`config.mk`:
```
export PLATFORM = sky130hd
export DESIGN_NAME = uart_tx_serializer
export DESIGN_NICKNAME = d
export VERILOG_FILES = /design/src/rtl/uart_tx_serializer.sv
export SDC_FILE = /design/constraint.sdc
export NUM_CORES = 1
export LEC_CHECK = 0
export BUFFER_PORTS_ARGS = -buffer_cell sky130_fd_sc_hd__buf_2
export CORE_MARGIN = 4
export CORE_UTILIZATION = 57
export CTS_CLUSTER_SIZE = 8
export DETAILED_ROUTE_END_ITERATION = 8
export PLACE_DENSITY = 0.77
export SYNTH_ARGS = -nofsm -noshare
export SYNTH_HDL_FRONTEND = slang
export SYNTH_SLANG_ARGS = --single-unit
```
`constraint.sdc`:
```
create_clock -name clk -period 2.8 [get_ports clk]
set_input_delay 0.14 -clock clk [delete_from_list [all_inputs] [get_ports clk]]
set_output_delay 0.14 -clock clk [all_outputs]
set_load 0.01 [all_outputs]
```
`src/rtl/uart_tx_serializer.sv`:
```
// Asynchronous serial transmit engine: start bit, LSB-first data, optional parity, stop bit(s).
// All outputs are registered; busy/done give upstream a back-pressure and completion signal.
module uart_tx_serializer #(
   parameter int CLKS_PER_BIT = 868,
   parameter int DATA_BITS    = 8,
   parameter int PARITY_EN    = 0,
   parameter int PARITY_ODD   = 0,
   parameter int STOP_BITS    = 1
) (
   input  logic       clk,
   input  logic       rst,
   input  logic       start,
   input  logic [7:0] data,
   output logic       tx,
   output logic       busy,
   output logic       done
);

   localparam int               CNT_W     = $clog2(CLKS_PER_BIT);
   localparam logic [CNT_W-1:0] CNT_LAST  = CNT_W'(CLKS_PER_BIT - 1);
   localparam logic [2:0]       DATA_LAST = 3'(DATA_BITS - 1);
   localparam logic [2:0]       STOP_LAST = 3'(STOP_BITS - 1);

   typedef enum logic [2:0] {
      S_IDLE,
      S_START,
      S_DATA,
      S_PARITY,
      S_STOP
   } state_t;

   state_t           state, state_nx;
   logic [CNT_W-1:0] cnt, cnt_nx;
   logic [2:0]       bit_idx, bit_nx;
   logic [7:0]       shift, shift_nx;
   logic             par, par_nx;
   logic             tx_nx, busy_nx, done_nx;
   logic             last;

   always_ff @(posedge clk or posedge rst) begin
      if (rst) begin
         state   <= S_IDLE;
         cnt     <= '0;
         bit_idx <= '0;
         shift   <= '0;
         par     <= 1'b0;
         tx      <= 1'b1;
         busy    <= 1'b0;
         done    <= 1'b0;
      end else begin
         state   <= state_nx;
         cnt     <= cnt_nx;
         bit_idx <= bit_nx;
         shift   <= shift_nx;
         par     <= par_nx;
         tx      <= tx_nx;
         busy    <= busy_nx;
         done    <= done_nx;
      end
   end

   assign last = (cnt == CNT_LAST);

   // Outputs are computed for the bit that will be on the line next cycle,
   // so tx/busy/done come straight from flops.
   always_comb begin
      state_nx = state;
      cnt_nx   = cnt;
      bit_nx   = bit_idx;
      shift_nx = shift;
      par_nx   = par;
      tx_nx    = tx;
      busy_nx  = busy;
      done_nx  = 1'b0;
      if (state != S_IDLE) begin
         cnt_nx = last ? '0 : cnt + CNT_W'(1);
      end
      case (state)
         S_IDLE: begin
            tx_nx   = 1'b1;
            busy_nx = 1'b0;
            if (start) begin
               shift_nx = data;
               par_nx   = (^data[DATA_BITS-1:0]) ^ (PARITY_ODD != 0);
               cnt_nx   = '0;
               bit_nx   = '0;
               state_nx = S_START;
               tx_nx    = 1'b0;
               busy_nx  = 1'b1;
            end
         end
         S_START: begin
            if (last) begin
               state_nx = S_DATA;
               bit_nx   = '0;
               tx_nx    = shift[0];
            end
         end
         S_DATA: begin
            if (last) begin
               if (bit_idx == DATA_LAST) begin
                  bit_nx = '0;
                  if (PARITY_EN != 0) begin
                     state_nx = S_PARITY;
                     tx_nx    = par;
                  end else begin
                     state_nx = S_STOP;
                     tx_nx    = 1'b1;
                  end
               end else begin
                  bit_nx   = bit_idx + 3'd1;
                  shift_nx = {1'b0, shift[7:1]};
                  tx_nx    = shift[1];
               end
            end
         end
         S_PARITY: begin
            if (last) begin
               state_nx = S_STOP;
               bit_nx   = '0;
               tx_nx    = 1'b1;
            end
         end
         S_STOP: begin
            tx_nx = 1'b1;
            if (last) begin
               if (bit_idx == STOP_LAST) begin
                  state_nx = S_IDLE;
                  busy_nx  = 1'b0;
                  done_nx  = 1'b1;
               end else begin
                  bit_nx = bit_idx + 3'd1;
               end
            end
         end
         default: begin
            state_nx = S_IDLE;
            tx_nx    = 1'b1;
            busy_nx  = 1'b0;
         end
      endcase
   end

endmodule

```
# Yosys cells after proc, flatten, opt, wreduce, memory -nomap -nowiden

Index checks and enable logic that the tools add are counted.

$add $sub $neg: 2
Equality and inequality tests: 16
Multiplexer cells: 36
Bitwise logic cells: 1
Reduce and logical (&&, ||, !) cells: 12

Operators by type and width:

| cell                    | number |
|---|---|
| $mux W10                | 4 |
| $mux W3                 | 13 |
| $mux W8                 | 3 |
| $ne A2 B2 Y1 const B    | 9 |
| $pmux W8 S2             | 1 |
| $pmux W3 S5             | 1 |
| $pmux W3 S4             | 1 |
| $mux W1                 | 11 |
| $add A10 B1 Y10 const B | 1 |
| $eq A10 B10 Y1 const B  | 1 |
| $reduce_and A7 Y1       | 1 |
| $eq A3 B2 Y1 const B    | 2 |
| $eq A3 B3 Y1 const B    | 2 |
| $logic_not A3 Y1        | 2 |
| $reduce_and A3 Y1       | 2 |
| $reduce_and A6 Y1       | 1 |
| $pmux W1 S4             | 1 |
| $reduce_and A4 Y1       | 1 |
| $reduce_bool A4 Y1      | 1 |
| $add A3 B1 Y3 const B   | 1 |
| $eq A3 B1 Y1 const B    | 1 |
| $pmux W1 S3             | 1 |
| $reduce_bool A3 Y1      | 1 |
| $reduce_or A3 Y1        | 1 |
| other kinds (4)         | 4 |

Register bits after elaboration: 27
Input port bits: 11

# Longest topological paths before layout

Gate-level depths: netlist of run 1.

Depth after elaboration: 5
Mapped depth: 8

# Least setup slack after synthesis of run 1

Ideal clock, no wire load.

Kind: flip-flop to flip-flop
Start point: register cnt[7]
End point: register bit_idx[0]
Setup time: 0.128 ns
Arrival time: 2.005 ns
Required time: 2.672 ns
Setup slack: 0.667 ns
Stages on the path, launching flop included: 5
Buffers on the path: 0
Clock period less this slack: 2.133 ns
Path through: dfrtp_1 > or4_1 > or3_4 > o32a_1 > mux2_1

Cells in the longest elaborated chain, start to end: 3

RTL lines:

| element                                                              | line | source |
|---|---|---|
| from (decl)                                                          | 33   | `logic [CNT_W-1:0] cnt, cnt_nx;` |
| from (signal assigned)                                               | 52   | `cnt <= cnt_nx;` |
| $eq A10 B10 Y1 *                                                     | 62   | `assign last = (cnt == CNT_LAST);` |
| $ne A2 B1 Y1 (no source line) / $ne A2 B2 Y1 (equally long branches) | -    |  |
| $reduce_and A6 Y1 (no source line) *                                 | -    |  |
| to (signal assigned)                                                 | 53   | `bit_idx <= bit_nx;` |
| to (decl)                                                            | 34   | `logic [2:0] bit_idx, bit_nx;` |

Mark *: on every way between the ends. The rest lies on a longest branch, timed or not.
A chain may end at the register's enable or synchronous reset.

# Final worst setup path of run 1

Start point: register cnt[7]
End point: register bit_idx[2]

Same word-level chain as after synthesis.

==> impl_results.md, run 1 <==
* Syn avg cell area at around 9.4 um2
* Syn Nets at 168
* Final period util at 80.8%
* RSZ-0062 raised after global routing: no
* Cell Area, Synth at approximately 0.0014 mm2
* Outcome: finished, final reports clean
* Peak supply drop at ~0.00059 V
* Number of global-route vias before repair at ~1.2k
* Crit path capture: bit_idx[2]
* Final setup viols at 0
* CP endpoint kind: flop
* Core area at about 0.0023 mm2
* Largest net degree at the start of global routing at 28
* Final instance area at about 0.0016 mm2
* GRT Residual Overflow at 0
* Fillcell total at between 150 and 200
* TritonCTS clock tree: done
* Slew @ Worst Pin at between 0.9 and 1 ns
* LEAKAGE at around 0.00073 uW
* 1st-pass router iterations at 4
* CTS buffer count at 3
* Post-CTS Resized at 0
* Min-Delay Path Class: input port to async pin
* Drt wl/cell at 14.5 um
* Clock skew at between 0.003 and 0.004 ns
* Setup_tns at 0 ns
* Root Driver: clkbuf_4
* Fmax at between 400 and 500 MHz
* PD cells at 616 mW/mm2
* Skew-Pair Late Insertion Delay at 0.33 ns
* Critical path arrival at around 2.5 ns
* Core Util, Final at between 60% and 70%
* Fin Hold WS at 0.00406 ns
* Layout cells sized above 1 at between 10% and 20%
* Register area share after synthesis at 47.0%
* Routed wire length at around 2900 um
* Diode count at 0
* Setup WS post-layout at 0.538 ns
* # IOs at 14
* Critical path origin: cnt[7]
* Crit Reg-Reg Startpoint: cnt[7]
* P&R area growth vs syn at 10.4%
* Htree depth at 1
* DR DRC count at 0
* Via density per instance at approximately 6.1
* Post-DP Area at 0.00156 mm2
* Chip Height at a little under 60 um
* Placer congestion estimate at around 0.84
* Worst reg2reg path depth at 4
* Die area at 0.00339 mm2
* Max-slew violations at 0
* Pre-CTS setup slack at 0.562 ns
* Commonest non-fill, non-tap cell in the layout: dfrtp_1
* #FFs+latches synth at 27
* Reg2reg end: bit_idx[2]
* Post-Syn Instances at around 150
* Crit path kind: flop to flop
* CP max FO at 4
* Initial DRC count at 49
* Slew headroom at about a third
* DR vias at between 1k and 1.5k
* First-pass GRT wire length at just over 5000 um
* Clk slew on worst S/H paths at ~0.16 ns
* Most frequent cells in the layout: dfrtp_1, nand2_1, o21ai_0
* PortBufs at 13
* Hold_buf cts at 0
* Initial Util at between 60% and 70%
* Die span in x at approximately 58 um
* Detail Route Antenna Nets at 0
* Rows at 17
* Post-CTS Repair Setup Buffers at 0
* Critical Path RT at 3.03 ns
* Detailed placement HPWL at approximately 2100 um
* Final nets at about 190
* Distinct cells, synth at 36
* Startpoint types: flop
* YS warnings at 0
* Final Hold Fails at 0
* Max_cap viols at 0
* Clock Sinks at 27
* Clk buf depth at 2
* Worst R2R Setup Slack at around 0.54 ns
* GR Util All Layers at between 10% and 20%
* Crit path time final at about 2.3 ns
* Initial antenna violation count at 0
==> synthesized netlist by cell type <==
| cell type | instances | area share [%] |
|---|---|---|
| ha_1 | 4 | 3.5 |
| a31oi_1 | 3 | 1.3 |
| nor2_1 | 11 | 2.9 |
| a2bb2oi_1 | 2 | 1.2 |
| inv_1 | 3 | 0.78 |
| o221ai_1 | 1 | 0.61 |
| o22ai_1 | 1 | 0.43 |
| nand2b_1 | 3 | 1.3 |
| and3b_1 | 1 | 0.61 |
| a41o_1 | 1 | 0.70 |
| mux2_1 | 3 | 2.3 |
| nand3_1 | 6 | 2.1 |
| dfrtp_1 | 26 | 45 |
| a2111oi_0 | 1 | 0.61 |
| o32a_1 | 1 | 0.70 |
| nor3b_1 | 2 | 1.0 |
| nor3_1 | 6 | 2.1 |
| nand3b_1 | 2 | 1.0 |
| clkbuf_1 | 7 | 1.8 |
| nor4_1 | 1 | 0.43 |
| and3_1 | 1 | 0.43 |
| o21ai_0 | 16 | 5.6 |
| a21o_1 | 1 | 0.52 |
| or4_1 | 1 | 0.52 |
| xnor2_1 | 1 | 0.61 |
| o21a_1 | 1 | 0.52 |
| mux2i_1 | 9 | 6.3 |
| a21oi_1 | 6 | 2.1 |
| o31ai_1 | 2 | 1.0 |
| nor2b_1 | 3 | 1.3 |
| or3_4 | 1 | 0.78 |
| dfstp_2 | 1 | 1.8 |
| nand2_1 | 20 | 5.2 |
| xor2_1 | 1 | 0.61 |
| a22o_1 | 2 | 1.2 |
| or3_1 | 2 | 0.87 |
==> through the flow <==
stage,cells,total power (uW)
5_1_grt,197,1050
4_1_cts,197,989
3_5_place_dp,193,810
3_3_place_gp,193,786
6_report,197,980
2_1_floorplan,153,727
==> critical path, cell delays in order, from the launching register on <==
cell and delay, ns:
dfrtp_1 0.45, or4_1 0.55, or3_4 0.41, o32a_1 0.41
mux2_1 0.34
==> state kept, by name, summed over array words and instances, names as in the netlist <==
| signal | cells |
|---|---|
| bit_idx | 3 |
| tx | 1 |
| busy | 1 |
| done | 1 |
| cnt | 10 |
| shift | 8 |
| state | 3 |
==> area by class of cell <==
cell class,instances,area (um2),area share (%)
Clock inverter,1,8.76,0.551
Multi-Input combinational cell,116,726,45.6
Timing Repair Buffer,19,110,6.92
Tap cell,28,35.0,2.20
Clock buffer,3,22.5,1.42
Sequential cell,27,677,42.6
Inverter,3,11.3,0.708
==> logic make-up (layout without fill, tap and decap cells) <==
logic type	after synthesis	count (layout)	share of synthesized area [%]
AO/OA/AOI/OAI	38	38	16.5
XOR/XNOR	2	2	1.22
adder cells (fa/ha/maj)	4	4	3.48
buffers and inverters	10	26	2.61
flip-flops	27	27	47.0
multiplexers	12	12	8.60
AND/OR/NAND/NOR	60	60	20.6
==> how the worst min path moves through the flow <==
stage / startpoint / endpoint / slack (ns)
after floorplan: rst / bit_idx[0] / 0.19
after global placement: data[7] / shift[7] / 0.40
after detailed placement: rst / cnt[1] / 0.42
after CTS: rst / cnt[1] / 0.04
after global routing: data[7] / shift[7] / 0.06
final: rst / cnt[1] / 0.004
==> power by group <==
group / internal, uW / switching, uW
registers: 490 / 88.0
logic: 105 / 115
clock network: 58.3 / 124
==> layer usage <==
metal | GRT usage [%] | routed length, um | vias to the layer above
li1 | - | - | 585
met1 | 25.1 | 1330 | 573
met2 | 31.7 | 1340 | 38
met3 | 2.90 | 138 | 6
met4 | 6.29 | 40 | 0
met5 | 0 | 0 | -
Note: power is estimated with default switching activity, not from simulation.
==> inputs of run 2 (changes only) <==
Settings changed: CORE_ASPECT_RATIO from default to 2, CORE_UTILIZATION 57 to 52, PLACE_DENSITY 0.77 to 0.74.
Clock period 2.8 ns to 2 ns, I/O delays scaled along.
==> run 2 against run 1 <==
Effect of this change: the flow now finishes with violations (setup timing); final area increased by 7.5%; flip-flop and latch count unchanged; combinational power increased by 89%; global-route usage increased by 1.9 points; die area increased by 9.8%; non-clock buffer count increased by 12; clock power increased by 71%; utilization decreased by 3.6 points; critical endpoint unchanged.
==> impl_results.md, run 2 (synthesized netlist as in run 1, its figures left out) <==
* Final Hold Fails at 0
* Peak supply drop at about 0.00063 V
* Setup WS post-layout at -0.127 ns
* Min-Delay Path Class: input port to flop
* CP max FO at 3
* Layout cells sized above 1 at between 20% and 30%
* Placed cells at approximately 200
* Largest net degree at the start of global routing at 28
* Final nets at slightly below 200
* RSZ-0062 raised after global routing: yes
* Htree depth at 1
* Final setup viols at 3
* Clk buf depth at 2
* Final period util at 106%
* Crit path kind: flop to flop
* CTS buffer count at 3
* P&R area growth vs syn at 18.7%
* Outcome: complete, but fails checks
* TritonCTS clock tree: done
* Biggest regs: cnt: 10 flops, shift: 8 flops
* Routed wire length at 3320 um
* Slew @ Worst Pin at roughly 0.58 ns
* Drt wl/cell at roughly 16 um
* # IOs at 14
* Clock skew at between 0.002 and 0.003 ns
* CP cell instances: or4_4 > or3_4 > o21a_1 > o32a_1 > mux2_1
* Most frequent cells in the layout: dfrtp_1, nand2_1, buf_4
* Crit path time final at ~2.1 ns
* Number of global-route vias before repair at 1339
* Largest Register: cnt
* Worst Path Buf+Inv at 0
* Clock Sinks at 27
* Startpoint types: flop
* Clk slew on worst S/H paths at around 0.090 ns
* DR DRC count at 0
* Via density per instance at approximately 6.0
* Detailed placement HPWL at approximately 2500 um
* Critical path arrival at roughly 2.3 ns
* Root Driver: clkbuf_8
* PD cells at approximately 900 mW/mm2
* First-pass GRT wire length at 5890 um
* DR vias at between 1k and 1.5k
* Placer congestion estimate at between 0.8 and 0.9
* Skew-Pair Late Insertion Delay at 0.27 ns
* Failing checks: setup timing
* Max_cap viols at 0
* Fmax at roughly 470 MHz
* GR Util All Layers at a little over a fifth
* Initial antenna violation count at 0
* Diode count at 0
* Slowest cell delay on critical path at about 0.53 ns
* 1st-pass router iterations at 4
* Crit-path leading delay family: simple AND/OR/NAND/NOR gates
* Commonest non-fill, non-tap cell in the layout: dfrtp_1
* Detail Route Antenna Nets at 0
* Max-slew violations at 0
* Setup_tns at -0.358 ns
* Chip Height at approximately 82 um
* Initial Util at approximately 55%
* Die area at about 0.0037 mm2
* Critical Path RT at 2.16 ns
* LEAKAGE at ~0.0008 uW
* Core area at 0.00260 mm2
* Initial DRC count at 45
* PortBufs at 13
* Slew headroom at roughly three fifths
* GRT Residual Overflow at 0
* Rows at 26
* Die span in x at between 40 and 50 um
* CP endpoint kind: flop
* Fin cells at about 210
* Max reg flops at 10
* Slowest-stage cell, CP: or4_4
* Post-CTS Repair Setup Buffers at 0
run 2: final timing paths:
check                           startpoint         end  slack (ns)  cells past startpoint
worst min register to register    shift[4]    shift[4]        0.49                      2
worst min-delay path               data[7]    shift[7]        0.10                      3
worst max register to register      cnt[7]  bit_idx[2]       -0.13                      5
max in group asynchronous              rst          tx        1.28                      4
min in group asynchronous              rst    shift[3]        0.42                      4
worst max-delay path                cnt[7]  bit_idx[2]       -0.13                      5
run 2: final cells by class:
class | instances | area (um2)
Tap cell | 28 | 35.0
Inverter | 3 | 11.3
Sequential cell | 27 | 677
Timing Repair Buffer | 31 | 203
Clock buffer | 4 | 45.0
Fill cell | 225 | 893
Multi-Input combinational cell | 116 | 738
run 2: stage by stage:
step	utilization (%)	power, uW	hold WS (ns)	cell area (um2)	worst slack [ns]
after floorplan	-	1020	0.152	1440	-0.115
after global placement	63.1	1160	0.170	1640	-0.113
after detailed placement	63.1	1190	0.177	1640	-0.156
after CTS	65.7	1520	0.103	1710	-0.131
after global routing	65.7	1600	0.133	1710	-0.186
final	65.7	1510	0.103	1710	-0.127
run 2: power by group:
| part | internal (uW) | switching (uW) |
|---|---|---|
| combinational | 202 | 214 |
| clock | 143 | 168 |
| sequential | 686 | 96.4 |
| total | 1030 | 478 |
run 2: worst min-delay path: stages:
cell and delay [ns]:
buf_2 0.10, nand2b_1 0.06, o21ai_0 0.07
run 2: repair_timing:
| item | in CTS | in global routing |
|---|---|---|
| gates resized for setup | 3 | 0 |
| hold buffers | 1 | 0 |
| hold endpoints to repair | 26 | 0 |
| setup endpoints to repair | 12 | 20 |
| pin swaps | 1 | 0 |
run 2: metal layers:
layer	vias to the layer above	routed length (um)	global-route usage, %
met2	19	1850	38.4
li1	602	-	-
met1	621	1340	24.0
met5	-	0	0
met4	0	70	7.92
met3	7	62	1.95
